File: config.mk
export PLATFORM = sky130hd
export DESIGN_NAME = note_entry_flat
export DESIGN_NICKNAME = d
export VERILOG_FILES = /design/src/rtl/note_entry_pkg.sv /design/src/rtl/note_entry_if.sv /design/src/rtl/note_entry_debounce_sync.sv /design/src/rtl/note_entry.sv /design/src/flat_wrapper.sv
export SDC_FILE = /design/constraint.sdc
export NUM_CORES = 1
export LEC_CHECK = 0
export CAP_MARGIN = 20
export CORE_AREA = 2 2 45 47
export CTS_CLUSTER_SIZE = 25
export DETAILED_ROUTE_END_ITERATION = 10
export DIE_AREA = 0 0 47 49
export GPL_ROUTABILITY_DRIVEN = 0
export PLACE_DENSITY = 0.8
export SYNTH_ARGS = -nofsm -noshare
export SYNTH_HDL_FRONTEND = slang
export SYNTH_SLANG_ARGS = --single-unit
File: constraint.sdc
create_clock -name clk -period 2.9 [get_ports clk]
set_input_delay 0.29 -clock clk [delete_from_list [all_inputs] [get_ports clk]]
set_output_delay 0.29 -clock clk [all_outputs]
set_load 0.02 [all_outputs]
File: src/rtl/note_entry_pkg.sv
// -----------------------------------------------------------------------------
// note_entry_pkg
// Shared definitions for the note entry front-end: note and tone codes, the
// default sequence length and the sequencing FSM state encodings.
// -----------------------------------------------------------------------------
package note_entry_pkg;

    // Note codes as presented on the 3-bit note switches.
    typedef enum logic [2:0] {
        NOTA_X   = 3'b000,  // sequence terminator
        NOTA_DO  = 3'b001,
        NOTA_RE  = 3'b010,
        NOTA_MI  = 3'b011,
        NOTA_FA  = 3'b100,
        NOTA_SOL = 3'b101,
        NOTA_LA  = 3'b110,
        NOTA_SI  = 3'b111
    } nota_e;

    // Tone switch codes.
    localparam logic TOM_LOW  = 1'b0;
    localparam logic TOM_HIGH = 1'b1;

    localparam int NOTA_W            = 3;
    localparam int COUNT_W           = 3;
    localparam int MAX_NOTES_DEF     = 6;
    localparam int DEBOUNCE_DEF      = 16;

    typedef enum logic [1:0] {
        ST_IDLE = 2'b00,
        ST_HELD = 2'b01,
        ST_DONE = 2'b10
    } state_e;

endpackage

File: src/rtl/note_entry_if.sv
// -----------------------------------------------------------------------------
// note_entry_if
// Bundles the raw board inputs and the cleaned classifier-facing outputs of
// note_entry.
//   btn_ok, sw_tom, sw_nota : raw asynchronous board inputs
//   ok                      : one-cycle note-accepted strobe
//   tom, nota               : registered tone/note, valid with ok
//   count                   : strobes issued in the current sequence
//   done                    : sequence closed
// modport master : the note_entry block (consumes raw inputs, drives outputs)
// modport slave  : the board / consumer side
// -----------------------------------------------------------------------------
interface note_entry_if;
    import note_entry_pkg::*;

    logic                btn_ok;
    logic                sw_tom;
    logic [NOTA_W-1:0]   sw_nota;
    logic                ok;
    logic                tom;
    logic [NOTA_W-1:0]   nota;
    logic [COUNT_W-1:0]  count;
    logic                done;

    modport master (
        input  btn_ok, sw_tom, sw_nota,
        output ok, tom, nota, count, done
    );

    modport slave (
        output btn_ok, sw_tom, sw_nota,
        input  ok, tom, nota, count, done
    );

endinterface

File: src/rtl/note_entry_debounce_sync.sv
// -----------------------------------------------------------------------------
// debounce_sync
// Two-flop synchronizer followed by a level debouncer. The output level only
// changes after the synchronized input has differed from it for
// DEBOUNCE_CYCLES consecutive clocks; any shorter excursion restarts the count.
//   clk   : system clock
//   reset : synchronous, active-high
//   din   : raw asynchronous input
//   dout  : debounced level
// -----------------------------------------------------------------------------
module debounce_sync #(
    parameter int DEBOUNCE_CYCLES = 16
) (
    input  logic clk,
    input  logic reset,
    input  logic din,
    output logic dout
);

    localparam int              CW       = $clog2(DEBOUNCE_CYCLES);
    localparam logic [CW-1:0]   CNT_LAST = CW'(DEBOUNCE_CYCLES - 1);

    logic          sync1_q, sync2_q;
    logic          level_q, level_d;
    logic [CW-1:0] cnt_q, cnt_d;

    always_comb begin
        level_d = level_q;
        cnt_d   = '0;
        if (sync2_q != level_q) begin
            if (cnt_q == CNT_LAST) begin
                level_d = sync2_q;
            end else begin
                cnt_d = cnt_q + 1'b1;
            end
        end
    end

    always_ff @(posedge clk) begin
        if (reset) begin
            sync1_q <= 1'b0;
            sync2_q <= 1'b0;
            level_q <= 1'b0;
            cnt_q   <= '0;
        end else begin
            sync1_q <= din;
            sync2_q <= sync1_q;
            level_q <= level_d;
            cnt_q   <= cnt_d;
        end
    end

    assign dout = level_q;

endmodule

File: src/rtl/note_entry.sv
// -----------------------------------------------------------------------------
// note_entry
// Front-end for the note-sequence classifier. Debounces the confirm button,
// synchronizes the tone/note switches and issues exactly one 'ok' strobe per
// accepted press with tom/nota registered alongside. Counts strobes and
// closes the sequence after a terminator note or MAX_NOTES strobes.
//   clk   : system clock
//   reset : synchronous, active-high
//   bus   : note_entry_if.master (raw inputs in, ok/tom/nota/count/done out)
//
//   state   | meaning
//   --------+-----------------------------------------------------------
//   IDLE    | waiting for debounced button to go high
//   HELD    | strobe issued, waiting for debounced release
//   DONE    | sequence closed, presses ignored until reset
// -----------------------------------------------------------------------------
module note_entry
    import note_entry_pkg::*;
#(
    parameter int DEBOUNCE_CYCLES = DEBOUNCE_DEF,
    parameter int MAX_NOTES       = MAX_NOTES_DEF
) (
    input  logic        clk,
    input  logic        reset,
    note_entry_if.master bus
);

    localparam logic [COUNT_W-1:0] COUNT_LAST = COUNT_W'(MAX_NOTES);

    logic               db_level;
    logic               tom_s1_q, tom_s_q;
    logic [NOTA_W-1:0]  nota_s1_q, nota_s_q;

    state_e             state_q, state_d;
    logic               ok_q, ok_d;
    logic               tom_q, tom_d;
    logic [NOTA_W-1:0]  nota_q, nota_d;
    logic [COUNT_W-1:0] count_q, count_d;
    logic               done_q, done_d;

    debounce_sync #(
        .DEBOUNCE_CYCLES (DEBOUNCE_CYCLES)
    ) u_btn_db (
        .clk   (clk),
        .reset (reset),
        .din   (bus.btn_ok),
        .dout  (db_level)
    );

    // Switches are only synchronized; they are sampled at the strobe edge.
    always_ff @(posedge clk) begin
        if (reset) begin
            tom_s1_q  <= 1'b0;
            tom_s_q   <= 1'b0;
            nota_s1_q <= '0;
            nota_s_q  <= '0;
        end else begin
            tom_s1_q  <= bus.sw_tom;
            tom_s_q   <= tom_s1_q;
            nota_s1_q <= bus.sw_nota;
            nota_s_q  <= nota_s1_q;
        end
    end

    always_comb begin
        state_d = state_q;
        ok_d    = 1'b0;
        tom_d   = tom_q;
        nota_d  = nota_q;
        count_d = count_q;
        done_d  = done_q;
        case (state_q)
            ST_IDLE: begin
                // IDLE is only entered with db_level low, so a high level here
                // is a fresh rising edge.
                if (db_level) begin
                    ok_d    = 1'b1;
                    tom_d   = tom_s_q;
                    nota_d  = nota_s_q;
                    count_d = count_q + 1'b1;
                    state_d = ST_HELD;
                end
            end
            ST_HELD: begin
                if (!db_level) begin
                    if ((nota_q == NOTA_X) || (count_q == COUNT_LAST)) begin
                        state_d = ST_DONE;
                        done_d  = 1'b1;
                    end else begin
                        state_d = ST_IDLE;
                    end
                end
            end
            ST_DONE: begin
                done_d = 1'b1;
            end
            default: begin
                state_d = ST_IDLE;
            end
        endcase
    end

    always_ff @(posedge clk) begin
        if (reset) begin
            state_q <= ST_IDLE;
            ok_q    <= 1'b0;
            tom_q   <= 1'b0;
            nota_q  <= '0;
            count_q <= '0;
            done_q  <= 1'b0;
        end else begin
            state_q <= state_d;
            ok_q    <= ok_d;
            tom_q   <= tom_d;
            nota_q  <= nota_d;
            count_q <= count_d;
            done_q  <= done_d;
        end
    end

    assign bus.ok    = ok_q;
    assign bus.tom   = tom_q;
    assign bus.nota  = nota_q;
    assign bus.count = count_q;
    assign bus.done  = done_q;

endmodule

File: src/flat_wrapper.sv
// flat-port wrapper written by rule: the top's interface ports become plain ports
module note_entry_flat import note_entry_pkg::*;
#(
    parameter int DEBOUNCE_CYCLES = DEBOUNCE_DEF,
    parameter int MAX_NOTES       = MAX_NOTES_DEF
)
  (clk, reset, bus_btn_ok, bus_sw_tom, bus_sw_nota, bus_ok, bus_tom, bus_nota, bus_count, bus_done);
  note_entry_if bus_i ();
  input  logic clk;
  input  logic reset;
  input wire logic [$bits(bus_i.btn_ok)-1:0] bus_btn_ok;
  input wire logic [$bits(bus_i.sw_tom)-1:0] bus_sw_tom;
  input wire logic [$bits(bus_i.sw_nota)-1:0] bus_sw_nota;
  output wire logic [$bits(bus_i.ok)-1:0] bus_ok;
  output wire logic [$bits(bus_i.tom)-1:0] bus_tom;
  output wire logic [$bits(bus_i.nota)-1:0] bus_nota;
  output wire logic [$bits(bus_i.count)-1:0] bus_count;
  output wire logic [$bits(bus_i.done)-1:0] bus_done;
  assign bus_i.btn_ok = bus_btn_ok;
  assign bus_i.sw_tom = bus_sw_tom;
  assign bus_i.sw_nota = bus_sw_nota;
  assign bus_ok = bus_i.ok;
  assign bus_tom = bus_i.tom;
  assign bus_nota = bus_i.nota;
  assign bus_count = bus_i.count;
  assign bus_done = bus_i.done;
  note_entry #(.DEBOUNCE_CYCLES(DEBOUNCE_CYCLES), .MAX_NOTES(MAX_NOTES)) u_core (.clk(clk), .reset(reset), .bus(bus_i));
endmodule
* Yosys cells after proc, flatten, opt, wreduce, memory -nomap -nowiden *
Index checks and enable logic that the tools add are counted.

word-level totals
  register bits = 26
  bits of input ports = 7
  output and inout port bits = 9
  word-level logic and storage cells = 45

operators by class
  $add $sub $neg = 2
  equal/unequal tests = 8
  mux-type cells = 8
  bitwise logic cells = 3
  reduce and logical (&&, ||, !) cells = 10

operators with widths
  kind                   count
  $mux W2                3
  $pmux W2 S3            1
  $reduce_and A3 Y1      2
  $add A4 B1 Y4 const B  1
  $eq A4 B4 Y1 const B   1
  $ne A2 B2 Y1 const B   2
  $reduce_and A2 Y1      2
  $add A3 B1 Y3 const B  1
  $eq A3 B3 Y1 const B   1
  $logic_not A3 Y1       1
  $mux W1                3
  $not A1 Y1             3
  $reduce_or A3 Y1       1
  $eq A2 B1 Y1 const B   1
  $eq A2 B2 Y1 const B   1
  $logic_not A2 Y1       1
  $ne A2 B1 Y1 const B   1
  $pmux W1 S2            1
  $reduce_bool A2 Y1     1
  $reduce_or A2 Y1       1
  $logic_or A1 B1 Y1     1
  $ne A1 B1 Y1           1

* Logic depth before layout (Yosys ltp) *
Gate-level depths: netlist (run 1).

  word-level depth = 5
  gate-level depth with buffers = 5
  mapped depth without buffers = 5

* Hierarchy *
From an unflattened synthesis (run 1), not the netlist that was laid out.

second synthesis, totals
  cell total of the unflattened synthesis = 80
  area total of the unflattened synthesis = 897.1 um^2

modules (own cells, without submodules)
  module         times used  cells an instance  area each (um^2)
  note_entry     1           57                 645.6
  debounce_sync  1           23                 251.5

* Least setup slack after synthesis (run 1) *
Ideal clock, no wire load.

  kind = register to register
  start = reg u_core.count_q[0], in the netlist u_core.bus.count[0]
  end = reg u_core.count_q[2], in the netlist u_core.bus.count[2]
  data arrival time = 1.148 ns
  slack = 1.625 ns
  cell stages (with the launch flop) = 5
  period minus slack after synthesis = 1.275 ns
  cell sequence = dfxtp_1 -> ha_1 -> nor4bb_1 -> xnor2_1 -> nor2_1

between the ends
  longest elaborated chain between the ends = 1

ends and longest elaborated chain
  what                    RTL line           RTL
  start, declared         note_entry.sv:38   logic [COUNT_W-1:0] count_q, count_d;
  start signal, assigned  note_entry.sv:116  count_q <= count_d;
  $add A3 B1 Y3           note_entry.sv:80   count_d = count_q + 1'b1;

No other way between the ends.
A chain may end at the register's enable or synchronous reset.

* Worst setup path in the final report (run 1) *
  start = reg u_core.count_q[0], in the netlist u_core.bus.count[0]
  end = out bus_count[0]

RTL lines
  what           RTL line            RTL
  end, declared  flat_wrapper.sv:17  output wire logic [$bits(bus_i.count)-1:0] bus_count;

No word-level cell between the ends.

==> results.toml, run 1 <==
[critical_path]
crit_type = "reg -> out"
arrival_ns = 1.34
slowest_stage = "clkdlybuf4s50_1"
crit_fanout = 4
start_kind = "register"
crit_required_ns = 2.61
max_stage_delay_ns = 0.63
critPathBufInv = 1
crit_family = "buffers and inverters"
endpoint_kind = "primary output"
cp_cell_sequence = "clkdlybuf4s50_1"

[timing]
fin_ws_ns = 1.27
rsz0062_at_grt = "false"
tns_ns = 0
hold_viol_final = 0
fin_crit_sh_pct = 56.1
worst_pin_slew_ns = 0.714
finalClockSkew_ns = 0.00706
min_period_ns = 1.63
relSlewSlack_pct = 52.3
finalSetupViolations = 0
max_freq_mhz = 615
drv_slew = 0

[outcome]
outcome = "complete, no violations"

[layout]
drive_gt1_share_pct = 4.12
final_util_pct = 59.2
nets = 109
layout_common_cells = "26 x dfxtp_1, 15 x clkdlybuf4s50_1, 12 x nor2_1"
area_delta_synth_final_pct = 22.3
fill_cells = 172
antenna_cells = 0
layout_commonest_cell = "dfxtp_1"

[synthesis]
yosys.area.top_type = "dfxtp_1"
synth.distinct_cells = 22
ys_seq_area_share_pct = 58.3
syn_inst = 81
synth-seq-cells = 26
synth_top_area_share_pct = 58.3
synth_area_leaders = "dfxtp_1 58%, nor2b_1 7.7%, mux2i_1 5.6%, nor2_1 5.0%, ha_1 4.2%"
ys_warn_count = 0
synthesis.nets = 91
syn_area_per_cell_um2 = 11.0
syn_area_um2 = 892

[clock_network]
cts_buffer_depth = 2
clk_latency_ns = 0.30
cts_root_buf = "clkbuf_4"
cts_sinks = 26
cts_setup_buffers = 0
cts_made_buffers = 3
path_clk_slew_ns = 0.12
htree_levels = 1
cts_tree = "done"
cts_hold_buf = 0
cts_resized = 0

[run]
max_cap_viol_count = 0

[floorplanning]
coreArea_um2 = 1840
die_area_um2 = 2300
rows = 16
pin_count = 16
die_x_um = 47
start_util_pct = 48.4
dieHeight_um = 49

[placement]
io_buffers = 15
post-place-ws_ns = 1.05
dp_hpwl_um = 882

[global_routing]
grt_pass1_vias = 523
met1_usage_pct = 16.2
top_usage_layer = "met2"
grt_max_degree = 25
gr-usage-met3_pct = 4.44
overflow = 0
antenna_found_initial = 0
grt_pass1_wl_mm = 2.15
grt_usage_pct = 13.1
use_met2_pct = 20.1

[pwr]
peakVddDrop_uv = 322
p_leak_nw = 0.390
powerDensity_nw_per_um2 = 477

[routing]
ant_nets = 0
wirelength_mm = 1.16
route.vias.total = 569
wire_per_inst_um = 9.36
via_per_inst = 4.59
drc = 0
drtIter0Drc = 4
firstDrtPassIters = 4

[worst_hold_path]
holdCritPathClass = "reg -> reg"
==> final timing paths <==
kind                                  from                       end  slack (ns)  cells past startpoint
setup / recovery       u_core.bus.count[0]              bus_count[0]        1.27                      1
hold / removal         u_core.nota_s1_q[0]        u_core.nota_s_q[0]        0.46                      1
setup reg to reg  u_core.u_btn_db.cnt_q[0]  u_core.u_btn_db.cnt_q[2]        1.57                      4
hold reg to reg        u_core.nota_s1_q[0]        u_core.nota_s_q[0]        0.46                      1
==> flip-flops by register name, indices dropped and copies added (netlist names), 2 cells and up <==
register and flops:
u_core.u_btn_db.cnt_q 4, u_core.bus.count 3, u_core.bus.nota 3, u_core.nota_s1_q 3, u_core.nota_s_q 3, u_core.state_q 2
==> routing by layer <==
layer	routed length, um	vias to the layer above
met2	565	15
met4	15	0
li1	-	295
met5	0	-
met1	512	257
met3	67	2
==> cell type report <==
| cell class | instances | area [um^2] | area share (%) |
|---|---|---|---|
| Tap cell | 27 | 33.8 | 3.10 |
| Inverter | 2 | 7.51 | 0.688 |
| Sequential cell | 26 | 520 | 47.7 |
| Clock buffer | 3 | 22.5 | 2.06 |
| Timing Repair Buffer | 15 | 150 | 13.8 |
| Multi-Input combinational cell | 51 | 357 | 32.7 |
==> through the flow <==
step	area [um^2]	instances	power, W	hold WS, ns
floorplan	892	81	0.000382	0.373
global placement	1070	121	0.000391	0.416
detailed placement	1070	121	0.000392	0.428
CTS	1090	124	0.000531	0.457
global route	1090	124	0.000550	0.464
finish	1090	124	0.000520	0.456
==> cell usage after synthesis <==
cell and instances:
a211oi_1 1, mux2i_1 5, nor3b_1 1, inv_1 2
nor2b_1 11, nand3_1 1, xnor2_1 4, nor3b_4 1
and2_0 1, or3_1 1, nor2_1 12, and3_1 1
xor2_1 1, ha_1 3, nand2b_1 2, nor3_1 1
dfxtp_1 26, nor4bb_1 1, o211ai_1 1, clkbuf_1 2
nor4b_1 1, o21ai_0 2
==> kinds of logic (layout without fill, tap and decap cells) <==
kind of cell    count (synthesis)  count (layout)  share of synthesized area, %
simple gates                   34              34                          22.4
flops                          26              26                          58.3
xor+xnor                        5               5                          4.91
mux                             5               5                          5.61
compound gates                  4               4                          2.81
buf+inv                         4              20                          1.68
fa+ha+maj                       3               3                          4.21
==> report_power, final <==
group          switching (W)  total [W]  internal (W)
logic             0.00000652  0.0000178     0.0000113
clock network      0.0000884   0.000137     0.0000484
registers         0.00000186   0.000366      0.000364
total              0.0000968   0.000520      0.000424
Power figures use the tool's default switching activity.
==> inputs of run 2 (changes only) <==
--- a/config.mk
+++ b/config.mk
@@ -6,12 +6,12 @@
 export NUM_CORES = 1
 export LEC_CHECK = 0
 export CAP_MARGIN = 20
-export CORE_AREA = 2 2 45 47
+export CORE_AREA = 2 2 49 51
 export CTS_CLUSTER_SIZE = 25
 export DETAILED_ROUTE_END_ITERATION = 10
-export DIE_AREA = 0 0 47 49
+export DIE_AREA = 0 0 51 53
 export GPL_ROUTABILITY_DRIVEN = 0
-export PLACE_DENSITY = 0.8
+export PLACE_DENSITY = 0.72
 export SYNTH_ARGS = -nofsm -noshare
 export SYNTH_HDL_FRONTEND = slang
 export SYNTH_SLANG_ARGS = --single-unit
==> constraint.sdc (replaced) <==
create_clock -name clk -period 1.39 [get_ports clk]
set_input_delay 0.139 -clock clk [delete_from_list [all_inputs] [get_ports clk]]
set_output_delay 0.139 -clock clk [all_outputs]
set_load 0.02 [all_outputs]
==> run 2 against run 1 <==
Die area grew 17%. Clock skew up 0.0011 ns. Sequential share of layout area down 2.2 points. Sequential power increased by 110%. Non-clock buffer count grew 3. Critical path depth grew 3. Flip-flop and latch count is the same. Cell count increased by 4.0%. Design area rose by 5.0%. Global-route usage decreased by 1.1 points. Setup slack got worse by 1.2 ns. Count of clock-buffer cells in the layout unchanged. Highest routed layer unchanged.
==> results.toml, run 2 (same netlist as run 1, synthesis figures left out) <==
[outcome]
outcome = "complete, no violations"

[timing]
max_freq_mhz = 750
finalSetupViolations = 0
relSlewSlack_pct = 71.8
min_period_ns = 1.33
drv_slew = 0
rsz0062_at_grt = "true"
hold_viol_final = 0
whs_ns = 0.358
fin_crit_sh_pct = 95.9
worst_pin_slew_ns = 0.422
finalClockSkew_ns = 0.00815

[placement]
dpl_cell_area_um2 = 1090
dp_hpwl_um = 965
io_buffers = 15

[global_routing]
grt_pass1_vias = 550
antenna_found_initial = 0
grt_pass1_wl_mm = 2.35
overflow = 0
grt_max_degree = 16
grt_usage_pct = 12.0

[layout]
drive_gt1_share_pct = 10.9
multi_input_area_um2 = 364
fin_area_um2 = 1150
regArea_um2 = 522
top_register = "u_core.u_btn_db.cnt_q"
antenna_cells = 0
area_delta_synth_final_pct = 28.5
fill_cells = 191
layout_common_cells = "25 x dfxtp_1, 11 x nor2_1, 11 x nor2b_1"
nets = 112
layout_commonest_cell = "dfxtp_1"
largest_register_ffs = 4

[floorplanning]
dieHeight_um = 53
start_util_pct = 41.5
coreArea_um2 = 2150
rows = 17
die_x_um = 51
pin_count = 16
die_area_um2 = 2700

[critical_path]
startpoint = "u_core.u_btn_db.cnt_q[0]"
slowest_stage = "or3_4"
arrival_ns = 1.59
crit_fanout = 4
crit_path_end = "u_core.u_btn_db.cnt_q[2]"
path_depth = 4
cp_cell_sequence = "ha_1 > and3_1 > or3_4 > nor2_2"
r2r-start = "u_core.u_btn_db.cnt_q[0]"
crit_type = "reg -> reg"
critPathBufInv = 0
crit_required_ns = 1.65
rrSetupSlack_ns = 0.06
r2r-end = "u_core.u_btn_db.cnt_q[2]"
crit_family = "simple AND/OR/NAND/NOR gates"
start_kind = "register"
max_stage_delay_ns = 0.39
rr_worst_depth = 4
endpoint_kind = "register"

[clock_network]
cts_tree = "done"
cts_root_buf = "clkbuf_4"
clk_latency_ns = 0.31
cts_buffer_depth = 2
cts_sinks = 26
path_clk_slew_ns = 0.13
htree_levels = 1
cts_made_buffers = 3
cts_setup_buffers = 0

[pwr]
powerDensity_nw_per_um2 = 1140
p_total_w = 0.00131
p_leak_nw = 0.479
peakVddDrop_uv = 629

[routing]
wirelength_mm = 1.30
via_per_inst = 4.55
firstDrtPassIters = 4
wire_per_inst_um = 10.1
drc = 0
ant_nets = 0
route.vias.total = 587
drtIter0Drc = 4

[worst_hold_path]
holdCritPathClass = "in -> reg"

[run]
max_cap_viol_count = 0
==> run 2: report_power, final <==
| group | internal (W) | switching (W) | leakage, nW |
|---|---|---|---|
| Clock | 0.000291 | 0.000207 | 0.0279 |
| Combinational | 0.0000278 | 0.0000163 | 0.239 |
| Sequential | 0.000760 | 0.00000379 | 0.212 |
==> run 2: layout make-up <==
cell class | instances | share of cell area (%)
Clock buffer | 3 | 1.97
Clock inverter | 1 | 2.62
Inverter | 2 | 0.655
Multi-Input combinational cell | 51 | 31.8
Sequential cell | 26 | 45.5
Tap cell | 28 | 3.06
Timing Repair Buffer | 18 | 14.4
==> run 2: metal layers <==
metal	part of all wire [%]	GRT usage [%]	wire length (um)	up-vias
met5	0	0	0	-
met2	47	20.6	608	13
met1	47	12.6	605	268
met3	5.7	3.67	74	2
li1	-	-	-	304
met4	1.0	8.11	13	0
==> run 2: through the flow <==
step	utilization, %	TNS [ns]	setup WS [ns]	cells
floorplan	-	0	0.115	81
global placement	50.8	0	0.112	125
detailed placement	50.8	0	0.0549	125
CTS	52.8	0	0.0103	129
global route	53.3	-0.0184	-0.0141	129
finish	53.3	0	0.0570	129
==> run 2: how the worst min path moves through the flow <==
| stage | depth (start not counted) | slack (ns) | end | start |
|---|---|---|---|---|
| 3_5_place_dp | 1 | 0.43 | u_core.u_btn_db.sync2_q | u_core.u_btn_db.sync1_q |
| 5_1_grt | 2 | 0.34 | u_core.nota_s1_q[2] | bus_sw_nota[2] |
| 6_report | 2 | 0.36 | u_core.nota_s1_q[2] | bus_sw_nota[2] |
| 4_1_cts | 2 | 0.34 | u_core.nota_s1_q[2] | bus_sw_nota[2] |
| 2_1_floorplan | 1 | 0.22 | u_core.state_q[0] | reset |
| 3_3_place_gp | 1 | 0.42 | u_core.tom_s_q | u_core.tom_s1_q |
==> run 2: what timing repair did <==
item,in CTS,in global routing
endpoints found under the hold margin,0,0
hold buffers,0,0
resized for setup,8,4
setup endpoints to repair,8,5
pin swaps,0,0
==> RTL change (flow settings as in run 2) <==
Encoding of `state_e`: now one-hot (3 bits for 3 states).
--- a/src/rtl/note_entry_pkg.sv
+++ b/src/rtl/note_entry_pkg.sv
@@ -26,10 +26,10 @@
     localparam int MAX_NOTES_DEF     = 6;
     localparam int DEBOUNCE_DEF      = 16;
 
-    typedef enum logic [1:0] {
-        ST_IDLE = 2'b00,
-        ST_HELD = 2'b01,
-        ST_DONE = 2'b10
+    typedef enum logic [2:0] {
+        ST_IDLE = 3'b001,
+        ST_HELD = 3'b010,
+        ST_DONE = 3'b100
     } state_e;
 
 endpackage
Function: no difference found for any inputs over 10 cycles, from zero or initial values and one cycle with reset high; not proved beyond that.
==> RTL change against run 2 <==
  * Via count up 12%
  * Global-route usage up 0.15 points
  * Design area up 5.1%
  * Power down 11%
  * Wire length up 6.7%
  * Setup slack better by 83 ps
  * Sequential cell count up 1
  * Synthesized area up 9.0%
==> RTL change: results (changes against run 2) <==
[cells_and_area]
stdcell_count = 141  ; +9.3%
nNetsFinal = 124  ; +11%
drive_above_1_share = 0.1062  ; -0.002716

[detailed_routing]
viasPerCell = 4.652  ; +2.2%
wl_met1_um = 643  ; +6.3%
dr.pass1.iters = 2  ; -2
drtIter0Drc = 3  ; -1
wl_met2_um = 669  ; +10%
wl_mm = 1.388  ; +6.7%

[grt]
grt_use_met3 = 0.01695  ; -0.01977
use_met1 = 0.1320  ; +0.006168
grt_use_met2 = 0.2251  ; +0.01948
globalRouteTotalUtil = 0.1214  ; +0.001505
grt_first_pass_wirelength_mm = 2.470  ; +5.3%
grt_pass1_vias = 638  ; +16%

[synthesis]
synth_area_leaders = dfxtp_1 (56%), nor2b_1 (7.1%), nor2_1 (6.2%), mux2i_1 (5.1%), ha_1 (3.9%)
synth.net_count = 102  ; +12%
yosysSeqAreaShare = 0.5560  ; -0.02747
syn_inst = 92  ; +14%
yosys-top-cells-count = dfxtp_1 (27), nor2_1 (16), nor2b_1 (11)
yosysTopAreaCellShare = 0.5560  ; -0.02747

[power]
comb_cell_power_uw = 44.5  ; +0.9%
irDropWorstVdd_mv = 0.6333  ; +0.71%
pwr-share-clk = 0.277  ; -0.105
p_leak_nw = 0.5231  ; +9.1%
switching_share = 0.2020  ; +0.02816

[setup_path]
max_stage_delay_ps = 350  ; -40 ps
slowest_stage = dfxtp_1
path_max_fanout = 3  ; -1
crit_arrival_ps = 1110  ; -480 ps
path_delay_family = buffers and inverters

[outcome]
status = finished, final reports clean

[place]
placed_cell_area_um2 = 1189  ; +8.8%
dp_hpwl_mm = 1.026  ; +6.3%

[sta]
worst_pin_slew_ps = 283.2  ; -138.7 ps

RTL change: cell count changes after synthesis, moves of 2 or more:
cell / delta
nand3b_1: +2
nand3_1: +2
xnor2_1: -2
xor2_1: +2
nor2_1: +4
RTL change: metrics by stage:
step                setup WS [ps]  power (mW)  utilization
finish                      140.4       1.157       0.5609
global route                44.53       1.213       0.5609
CTS                         93.15       1.177       0.5609
detailed placement          129.1      0.8541       0.5533
global placement            164.7      0.8527       0.5533
floorplan                   15.45      0.8284            -
RTL change: final timing paths:
path | start | slack (ps) | endpoint
worst min register to register | u_core.nota_s1_q[0] | 440 | u_core.nota_s_q[0]
worst max register to register | u_core.state_q[1] | 150 | u_core.bus.nota[1]
worst max-delay path | u_core.bus.count[0] | 140 | bus_count[0]
worst min-delay path | bus_sw_nota[1] | 360 | u_core.nota_s1_q[1]
RTL change: cells by family (layout without fill, tap and decap cells):
family          count (synthesis)  in the layout  synth area share
compound gates                  7              7           0.05534
xor+xnor                        5              5           0.04505
fa+ha+maj                       3              3           0.03861
buf+inv                         5             26           0.02703
flops                          27             27            0.5560
mux                             5              5           0.05148
simple gates                   40             40            0.2265
RTL change: what timing repair did:
item | in CTS | in global routing
resized for setup | 9 | 1
pin swaps | 0 | 0
endpoints found under the setup margin | 9 | 1
hold endpoints to repair | 0 | 0
gates cloned | 0 | 0
RTL change: layout make-up:
| type | count | area (µm²) |
|---|---|---|
| fill | 204 | 943.4 |
| sequential | 27 | 540.5 |
| multi-input combinational | 60 | 405.4 |
| timing repair buffer | 20 | 188.9 |
| tap | 28 | 35.03 |
| clock buffer | 3 | 22.52 |
| inverter | 2 | 7.507 |
| clock inverter | 1 | 5.005 |
RTL change: worst reg2reg max path, cell delays in order, from the launching register on:
cell	delay, ps
dfxtp_1	380
and4bb_1	370
buf_12	150
mux2i_1	200
nor2_1	50
